==> config.mk <==
export PLATFORM = sky130hd
export DESIGN_NAME = uart_tx_arb
export DESIGN_NICKNAME = d
export VERILOG_FILES = /design/src/rtl/uart_pkg.sv /design/src/rtl/uart_rr_pick.sv /design/src/rtl/uart_tx_arb.sv
export SDC_FILE = /design/constraint.sdc
export NUM_CORES = 1
export LEC_CHECK = 0
export BUFFER_PORTS_ARGS = -buffer_cell sky130_fd_sc_hd__buf_4
export CAP_MARGIN = 20
export CORE_UTILIZATION = 55
export DETAILED_ROUTE_END_ITERATION = 8
export PLACE_DENSITY = 0.87
export SETUP_SLACK_MARGIN = 0.4
export SYNTH_ARGS = -nofsm -noshare
export SYNTH_HDL_FRONTEND = slang
export SYNTH_SLANG_ARGS = --single-unit
==> constraint.sdc <==
create_clock -name clk -period 6 [get_ports clk]
set_input_delay 0.3 -clock clk [delete_from_list [all_inputs] [get_ports clk]]
set_output_delay 0.3 -clock clk [all_outputs]
set_load 0.01 [all_outputs]
==> src/rtl/uart_pkg.sv <==
// uart_pkg: shared state encoding, byte width and defaults for the
// UART Tx sharing logic.
package uart_pkg;

    localparam int BYTE_W          = 8;
    localparam int DEF_MAX_BURST   = 16;
    localparam int DEF_TIMEOUT_CYC = 1024;

    typedef enum logic [1:0] {
        ST_IDLE = 2'd0,
        ST_LOAD = 2'd1,
        ST_WAIT = 2'd2
    } arb_state_t;

endpackage

==> src/rtl/uart_rr_pick.sv <==
// uart_rr_pick: combinational round-robin selector; searches from ptr+1
// upward (mod N) and returns the first set request.
module uart_rr_pick #(
    parameter  int N  = 4,
    localparam int IW = (N > 1) ? $clog2(N) : 1
) (
    input  logic [N-1:0]  req,
    input  logic [IW-1:0] ptr,
    output logic [N-1:0]  onehot,
    output logic [IW-1:0] idx,
    output logic          any
);

    always_comb begin
        onehot = '0;
        idx    = '0;
        any    = 1'b0;
        for (int k = 1; k <= N; k++) begin
            if (!any && req[(int'(ptr) + k) % N]) begin
                any                           = 1'b1;
                onehot[(int'(ptr) + k) % N]   = 1'b1;
                idx                           = IW'((int'(ptr) + k) % N);
            end
        end
    end

endmodule

==> src/rtl/uart_tx_arb.sv <==
// uart_tx_arb: round-robin sharing of one UART Tx among NUM_REQ byte streams.
// Optional idle-grant watchdog is built when UART_ARB_TIMEOUT_EN is defined.
module uart_tx_arb
    import uart_pkg::*;
#(
    parameter int NUM_REQ     = 4,
    parameter int MAX_BURST   = DEF_MAX_BURST,
    parameter int TIMEOUT_CYC = DEF_TIMEOUT_CYC
) (
    input  logic                      clk,
    input  logic                      rst_n,
    input  logic [NUM_REQ-1:0]        req_valid,
    input  logic [BYTE_W*NUM_REQ-1:0] req_data,
    input  logic [NUM_REQ-1:0]        req_last,
    output logic [NUM_REQ-1:0]        req_ready,
    output logic [NUM_REQ-1:0]        grant,
    output logic                      tx_start,
    output logic [BYTE_W-1:0]         tx_data,
    input  logic                      tx_done,
    output logic                      timeout_err
);

    localparam int IW = $clog2(NUM_REQ);

    arb_state_t          state_q, state_d;
    logic [IW-1:0]       ptr_q, ptr_d;
    logic [IW-1:0]       gidx_q, gidx_d;
    logic [NUM_REQ-1:0]  grant_d;
    logic [7:0]          burst_q, burst_d;
    logic                last_q, last_d;
    logic                tx_start_d;
    logic [BYTE_W-1:0]   tx_data_d;
    logic [NUM_REQ-1:0]  pick_oh;
    logic [IW-1:0]       pick_idx;
    logic                pick_any;
    logic                hs;
    logic                burst_end;
    logic                release_to;

    uart_rr_pick #(
        .N      (NUM_REQ)
    ) u_pick (
        .req    (req_valid),
        .ptr    (ptr_q),
        .onehot (pick_oh),
        .idx    (pick_idx),
        .any    (pick_any)
    );

    assign hs        = (state_q == ST_LOAD) && req_valid[gidx_q];
    assign req_ready = hs ? grant : '0;
    assign burst_end = last_q || (burst_q == 8'(MAX_BURST));

`ifdef UART_ARB_TIMEOUT_EN
    localparam int TW = $clog2(TIMEOUT_CYC + 1);

    logic [TW-1:0] to_cnt_q;
    logic          to_err_q;

    // Counter sits at zero outside LOAD, so LOAD entry always starts clean.
    assign release_to = (state_q == ST_LOAD) && !req_valid[gidx_q] &&
                        (to_cnt_q == TW'(TIMEOUT_CYC - 1));

    always_ff @(posedge clk) begin
        if (!rst_n) begin
            to_cnt_q <= '0;
            to_err_q <= 1'b0;
        end else begin
            to_err_q <= release_to;
            if (state_q != ST_LOAD || hs)
                to_cnt_q <= '0;
            else if (!release_to)
                to_cnt_q <= to_cnt_q + 1'b1;
        end
    end

    assign timeout_err = to_err_q;
`else
    assign release_to  = 1'b0;
    assign timeout_err = 1'b0;
`endif

    always_comb begin
        state_d    = state_q;
        ptr_d      = ptr_q;
        gidx_d     = gidx_q;
        grant_d    = grant;
        burst_d    = burst_q;
        last_d     = last_q;
        tx_start_d = 1'b0;
        tx_data_d  = tx_data;
        unique case (state_q)
            ST_IDLE: begin
                if (pick_any) begin
                    grant_d = pick_oh;
                    gidx_d  = pick_idx;
                    burst_d = '0;
                    state_d = ST_LOAD;
                end
            end
            ST_LOAD: begin
                if (hs) begin
                    tx_data_d  = req_data[gidx_q*BYTE_W +: BYTE_W];
                    tx_start_d = 1'b1;
                    last_d     = req_last[gidx_q];
                    if (burst_q != 8'hFF)
                        burst_d = burst_q + 8'd1;
                    state_d    = ST_WAIT;
                end else if (release_to) begin
                    ptr_d   = gidx_q;
                    grant_d = '0;
                    state_d = ST_IDLE;
                end
            end
            ST_WAIT: begin
                // A done coinciding with our own start cannot be ours.
                if (tx_done && !tx_start) begin
                    if (burst_end) begin
                        ptr_d   = gidx_q;
                        grant_d = '0;
                        state_d = ST_IDLE;
                    end else begin
                        state_d = ST_LOAD;
                    end
                end
            end
            default: state_d = ST_IDLE;
        endcase
    end

    always_ff @(posedge clk) begin
        if (!rst_n) begin
            state_q  <= ST_IDLE;
            ptr_q    <= IW'(NUM_REQ - 1);
            gidx_q   <= '0;
            grant    <= '0;
            burst_q  <= '0;
            last_q   <= 1'b0;
            tx_start <= 1'b0;
            tx_data  <= '0;
        end else begin
            state_q  <= state_d;
            ptr_q    <= ptr_d;
            gidx_q   <= gidx_d;
            grant    <= grant_d;
            burst_q  <= burst_d;
            last_q   <= last_d;
            tx_start <= tx_start_d;
            tx_data  <= tx_data_d;
        end
    end

endmodule

# Word-level counts from Yosys, hierarchy flattened
# Index checks and enable logic that the tools add are counted.
[op_classes] addsub=5 magnitude_cmp=9 eq_ne=9 shifts=1 mux=51 n_bitwise=7 n_reduce_logical=28
[op_table] cell="$mux W4" count=8
[op_table] cell="$shiftx A32 B6 Y8" count=1
[op_table] cell="$mux W8" count=3
[op_table] cell="$mux W1" count=20
[op_table] cell="$lt A3 B4 Y1 const B" count=4
[op_table] cell="$pmux W8 S2" count=1
[op_table] cell="$mux W2" count=7
[op_table] cell="$bmux W1 S2" count=6
[op_table] cell="$ge A3 B1 Y1 const B" count=4
[op_table] cell="$or A4 B4 Y4" count=3
[op_table] cell="$logic_and A1 B1 Y1" count=9
[op_table] cell="$add A8 B1 Y8 const B" count=1
[op_table] cell="$demux W1 S2" count=4
[op_table] cell="$eq A8 B5 Y1 const B" count=1
[op_table] cell="$ne A2 B2 Y1 const B" count=4
[op_table] cell="$ne A8 B8 Y1 const B" count=1
[op_table] cell="$pmux W4 S2" count=1
[op_table] cell="$reduce_and A4 Y1" count=2
[op_table] cell="$reduce_or A2 Y1" count=4
[op_table] cell="$pmux W2 S3" count=1
[op_table] cell="$reduce_and A2 Y1" count=3
[op_table] cell="$reduce_and A3 Y1" count=2
[op_table] cell="$add A2 B1 Y2 const B" count=2
[op_table] cell="$add A2 B2 Y2 const B" count=2
[op_table] cell="other kinds (9)" count=16
[totals] reg_bits=28 in_bits=43 out_inout_bits=18 word_cells=118

# Depth between registers and ports, before layout
[depth] word_depth=18 depth_mapped=9 ltp_nobuf=7

# Cells and area by module
# Synthesis repeated with hierarchy kept, for this count alone.
[hier_totals] hier_cells=255 hier_area_um2=2243.4
[modules_own_cells] module="uart_tx_arb" instances=1 cells_per_inst=169 area_per_inst_um2=1614.0 seq_area_each_um2=560.5
[modules_own_cells] module="uart_rr_pick" instances=1 cells_per_inst=86 area_per_inst_um2=629.4 seq_area_each_um2=0.0

# Least setup slack after synthesis
# No wires, ideal clock.
[synth_path] path_type="flip-flop to flip-flop" from="register ptr_q[0]" to="register grant[0]" setup_time_ns=0.120 t_arrival_ns=2.404 required_time_ns=5.880 slack_ns=3.476 path_stages_with_launch=9 path_buffers=2 period_less_slack_ns=2.524 path_cell_list="dfxtp_1 > clkbuf_1 > inv_1 > ha_1 > clkbuf_1 > mux4_2 > a31oi_1 > a311oi_1 > o31a_1"
[synth_via] elab_chain_cells=16 elab_cells_between_ends=65 classes_between="add/sub: 4; order compare: 8; eq/ne: 1; mux: 30; bitwise: 7; reduce/logical: 15"
[synth_lines] element="start, declared" line="uart_tx_arb.sv:26" rtl="logic [IW-1:0] ptr_q, ptr_d;"
[synth_lines] element="start signal, assigned" line="uart_tx_arb.sv:134" rtl="ptr_q <= IW'(NUM_REQ - 1);"
[synth_lines] element="start signal, assigned" line="uart_tx_arb.sv:143" rtl="ptr_q <= ptr_d;"
[synth_lines] element="$add A2 B1 Y2" line="uart_rr_pick.sv:19, uart_rr_pick.sv:21"
[synth_lines] element="$reduce_or A2 Y1 (no source line) or $bmux W1 S2 (tied branches)"
[synth_lines] element="$and A1 B1 Y1 (no source line) or $mux W1 (tied branches)"
[synth_lines] element="$lt A3 B4 Y1 (not written as such), or another cell as far along" line="uart_rr_pick.sv:21" rtl="onehot[(int'(ptr) + k) % N] = 1'b1;"
[synth_lines] element="$logic_and A1 B1 Y1 (not written as such) or $mux W1 (tied branches)" line="uart_rr_pick.sv:21, uart_rr_pick.sv:19"
[synth_lines] element="$mux W1 (not written as such) or $logic_not A1 Y1 (tied branches)" line="uart_rr_pick.sv:21, uart_rr_pick.sv:19"
[synth_lines] element="$demux W1 S2 or $logic_and A1 B1 Y1 (tied branches)"
[synth_lines] element="$mux W4 or $mux W1 (tied branches)" line="uart_rr_pick.sv:19" rtl="if (!any && req[(int'(ptr) + k) % N]) begin"
[synth_lines] element="$or A4 B4 Y4 (no source line) or $logic_not A1 Y1 (tied branches)"
[synth_lines] element="$mux W4 or $logic_and A1 B1 Y1 (tied branches)" line="uart_rr_pick.sv:19"
[synth_lines] element="$or A4 B4 Y4 (no source line) or $mux W1 (tied branches)"
[synth_lines] element="$mux W4 or $logic_not A1 Y1 (tied branches)" line="uart_rr_pick.sv:19"
[synth_lines] element="$or A4 B4 Y4 (no source line) or $logic_and A1 B1 Y1 (tied branches)"
[synth_lines] element="$mux W4 or $mux W1 (tied branches)" line="uart_rr_pick.sv:19"
[synth_lines] element="$mux W4 or $ne A2 B2 Y1 (tied branches)"
[synth_lines] element="$pmux W4 S2 or $reduce_and A4 Y1 (tied branches)"
[synth_lines] element="end signal, assigned" line="uart_tx_arb.sv:145" rtl="grant <= grant_d;"
[synth_lines] element="end, declared" line="uart_tx_arb.sv:16" rtl="output logic [NUM_REQ-1:0] grant,"
# Parallel ways exist; a longest one is shown, timed or not. The select of a mux whose other input is x is not followed.
# A chain may end at the register's enable or synchronous reset.

# Worst setup path in the final report
# Same ends and word-level chain as after synthesis.

==> impl_metrics.tcl <==
set metrics [dict create \
    status "completed" \
    synthCells 228 \
    fmax_mhz 378.2 \
    min_period_ns 2.644 \
    cp_cell_sequence "inv_1, ha_1, mux4_2, a31oi_1, a311oi_1, o31a_1" \
    cp_top_family "flip-flops" \
    dp_hpwl_microns 3719 \
    avgRoutedWirePerCell_microns 15.79 \
    avgSynthCellArea_sq_um 8.791 \
    fin_worst_skew_ns 0.004258 \
    setup_tns_ns 0 \
    hold_violations 0 \
    slew_headroom_pct 30.15 \
    ys.warnings.count 0 \
    ys_seq_area_share_pct 27.97 \
    drtAntennaViolNets 0 \
    layout_common_cells "59 x buf_4, 31 x nand2_1, 28 x dfxtp_1, 14 x and3_1, 12 x a21boi_0" \
    num_rows 21 \
    clock_latency_ns 0.33 \
    io_buffers 59 \
    rsz0062_at_grt "no" \
    cap_violations 0 \
    path_buf_inv 1 \
    period_share_pct 44.07 \
    numClockSinks 28 \
    setup_viol 0 \
    synth-seq-cells 28 \
    crit_path_start_kind "flip-flop" \
    critical_path_class "flip-flop to flip-flop" \
    path_clk_slew_ns 0.16 \
    crit_path_top_delay_cell "dfxtp_1" \
    root_buffer "clkbuf_4" \
    reg2reg_slack_ns 3.36 \
    grt_pass1_vias 1762 \
    drt_iter0_markers 112 \
    syn-num-nets 281 \
    area_growth_pct 24.34 \
    drc_errors 0 \
    via_count 1939 \
    hp-class "input port to flip-flop" \
    fin_nets 330 \
    cts_buffer_depth 2 \
    power.density_mw_per_mm2 182.0 \
    die_x_microns 62.37 \
    max_stage_delay_ns 0.77 \
    antenna_found_initial 0 \
    initial_utilization_pct 58.68 \
    finalMaxSlewViolations 0 \
    hold_buffers 0 \
    core_sq_mm 0.003416 \
    routed_wl_microns 5085 \
    p_leak_nw 1.057 \
    post_cts_buffers 0 \
    ys_types 44 \
    die_height_microns 62.37 \
    grt_use_total_pct 26.64 \
    synth_area_sq_mm 0.002004 \
    grt_overflow 0 \
    antennaDiodeCount 0 \
    layout_commonest_cell "buf_4" \
    cts_buffers 3 \
    post_cts_resized 0 \
    cp.arrival_ns 2.89 \
    h-tree-depth 1 \
    required_ns 6.25 \
    cp_max_fo 18 \
    routabilityCongestion 0.8976 \
    dr.pass1.iters 4 \
    tritoncts "yes" \
    peakVddDrop_mv 0.08839 \
    vias_per_cell 6.022 \
    worst_pin_slew_ns 1.034 \
    grt_first_pass_wirelength_microns 8411 \
    grt_max_degree 25 \
    io_pins 61 \
    die_area_sq_mm 0.003890 \
    layout-drive-gt1-share_pct 28.26 \
    cp-end-kind "flip-flop" \
    fin_util_pct 72.97 \
]
[sequential cells by signal, indices dropped and copies added, names as in the netlist]
register / cells
burst_q: 8
gidx_q: 2
grant: 4
last_q: 1
ptr_q: 2
state_q: 2
tx_data: 8
tx_start: 1
[worst register-to-register path: stages, from the launching register on]
cell and delay [ns]:
dfxtp_1 0.77, inv_1 0.25, ha_1 0.51, mux4_2 0.44, a31oi_1 0.19, a311oi_1 0.12, o31a_1 0.28
[per-stage QoR]
step,area (sq um),hold WS (ns),setup slack [ns],power (mW),std cells
2_1_floorplan,2004,0.4429,3.476,0.2817,228
3_3_place_gp,2440,0.4507,3.489,0.3267,318
3_5_place_dp,2440,0.4582,3.439,0.3301,318
4_1_cts,2492,0.2595,3.402,0.4527,322
5_1_grt,2492,0.2612,3.162,0.4759,322
6_report,2492,0.2604,3.356,0.4537,322
[cell usage after synthesis, drive strengths merged]
library cell / n / share of area, %
conb: 1 / 0.19
and2: 2 / 0.62
a2111oi: 1 / 0.44
ha: 10 / 6.2
inv: 5 / 0.94
a21boi: 12 / 4.5
a21o: 2 / 0.75
nand2b: 3 / 0.94
nand4: 2 / 0.62
nand3: 7 / 1.7
a31o: 1 / 0.44
xnor2: 2 / 0.87
nor4: 1 / 0.31
a311oi: 4 / 1.7
o41ai: 1 / 0.44
mux2i: 6 / 3.0
mux4: 11 / 12
and3: 14 / 4.4
o31ai: 4 / 1.5
nor2b: 7 / 2.2
dfxtp: 28 / 28
nand2: 31 / 5.8
o211ai: 6 / 2.2
o21a: 1 / 0.37
a31oi: 6 / 1.9
or4: 2 / 0.75
nor2: 10 / 1.9
o21bai: 1 / 0.37
nand4b: 1 / 0.44
mux2: 2 / 1.1
nor3: 1 / 0.25
o21ai: 4 / 1.2
a21oi: 8 / 2.0
nor3b: 2 / 0.75
a211oi: 5 / 1.9
o31a: 4 / 1.7
and3b: 2 / 0.87
clkbuf: 9 / 1.7
or3: 2 / 0.62
nor4b: 1 / 0.44
buf: 6 / 1.6
[layout make-up]
type | count | area [sq um]
clock buffers | 3 | 22.52
inverters | 5 | 18.77
multi-input cells | 180 | 1360
fillers | 288 | 923.4
repair buffers | 59 | 442.9
well taps | 46 | 57.56
flip-flops and latches | 28 | 560.5
clock inverters | 1 | 30.03
[routing by layer]
layer  up-vias  wire length [microns]  track usage (%)
met5         -                      0                0
met4         0                     38            6.105
met3         2                    136            1.460
met2        47                   2689            49.73
met1       942                   2220            33.56
li1        948                      -                -
[power breakdown]
group	switching [mW]	total [mW]	internal (mW)
Sequential	0.0136	0.211	0.197
Combinational	0.0560	0.116	0.0601
Clock	0.0594	0.127	0.0675
Total	0.129	0.454	0.325
[final timing paths]
| kind | start | end | cells after the start |
|---|---|---|---|
| worst max-delay path | ptr_q[0] | grant[0] | 6 |
| worst min-delay path | rst_n | ptr_q[0] | 2 |
| worst max register to register | ptr_q[0] | grant[0] | 6 |
| worst min register to register | tx_data[5] | tx_data[5] | 2 |
[cell families after synthesis]
logic type	after synthesis	synth area share [%]
AO/OA/AOI/OAI	60	21.47
XOR/XNOR	2	0.8741
adder cells (fa/ha/maj)	10	6.242
buffers and inverters	20	4.182
flip-flops	28	27.97
multiplexers	19	16.48
other	1	0.1871
AND/OR/NAND/NOR	88	22.60
Power figures use the tool's default switching activity.
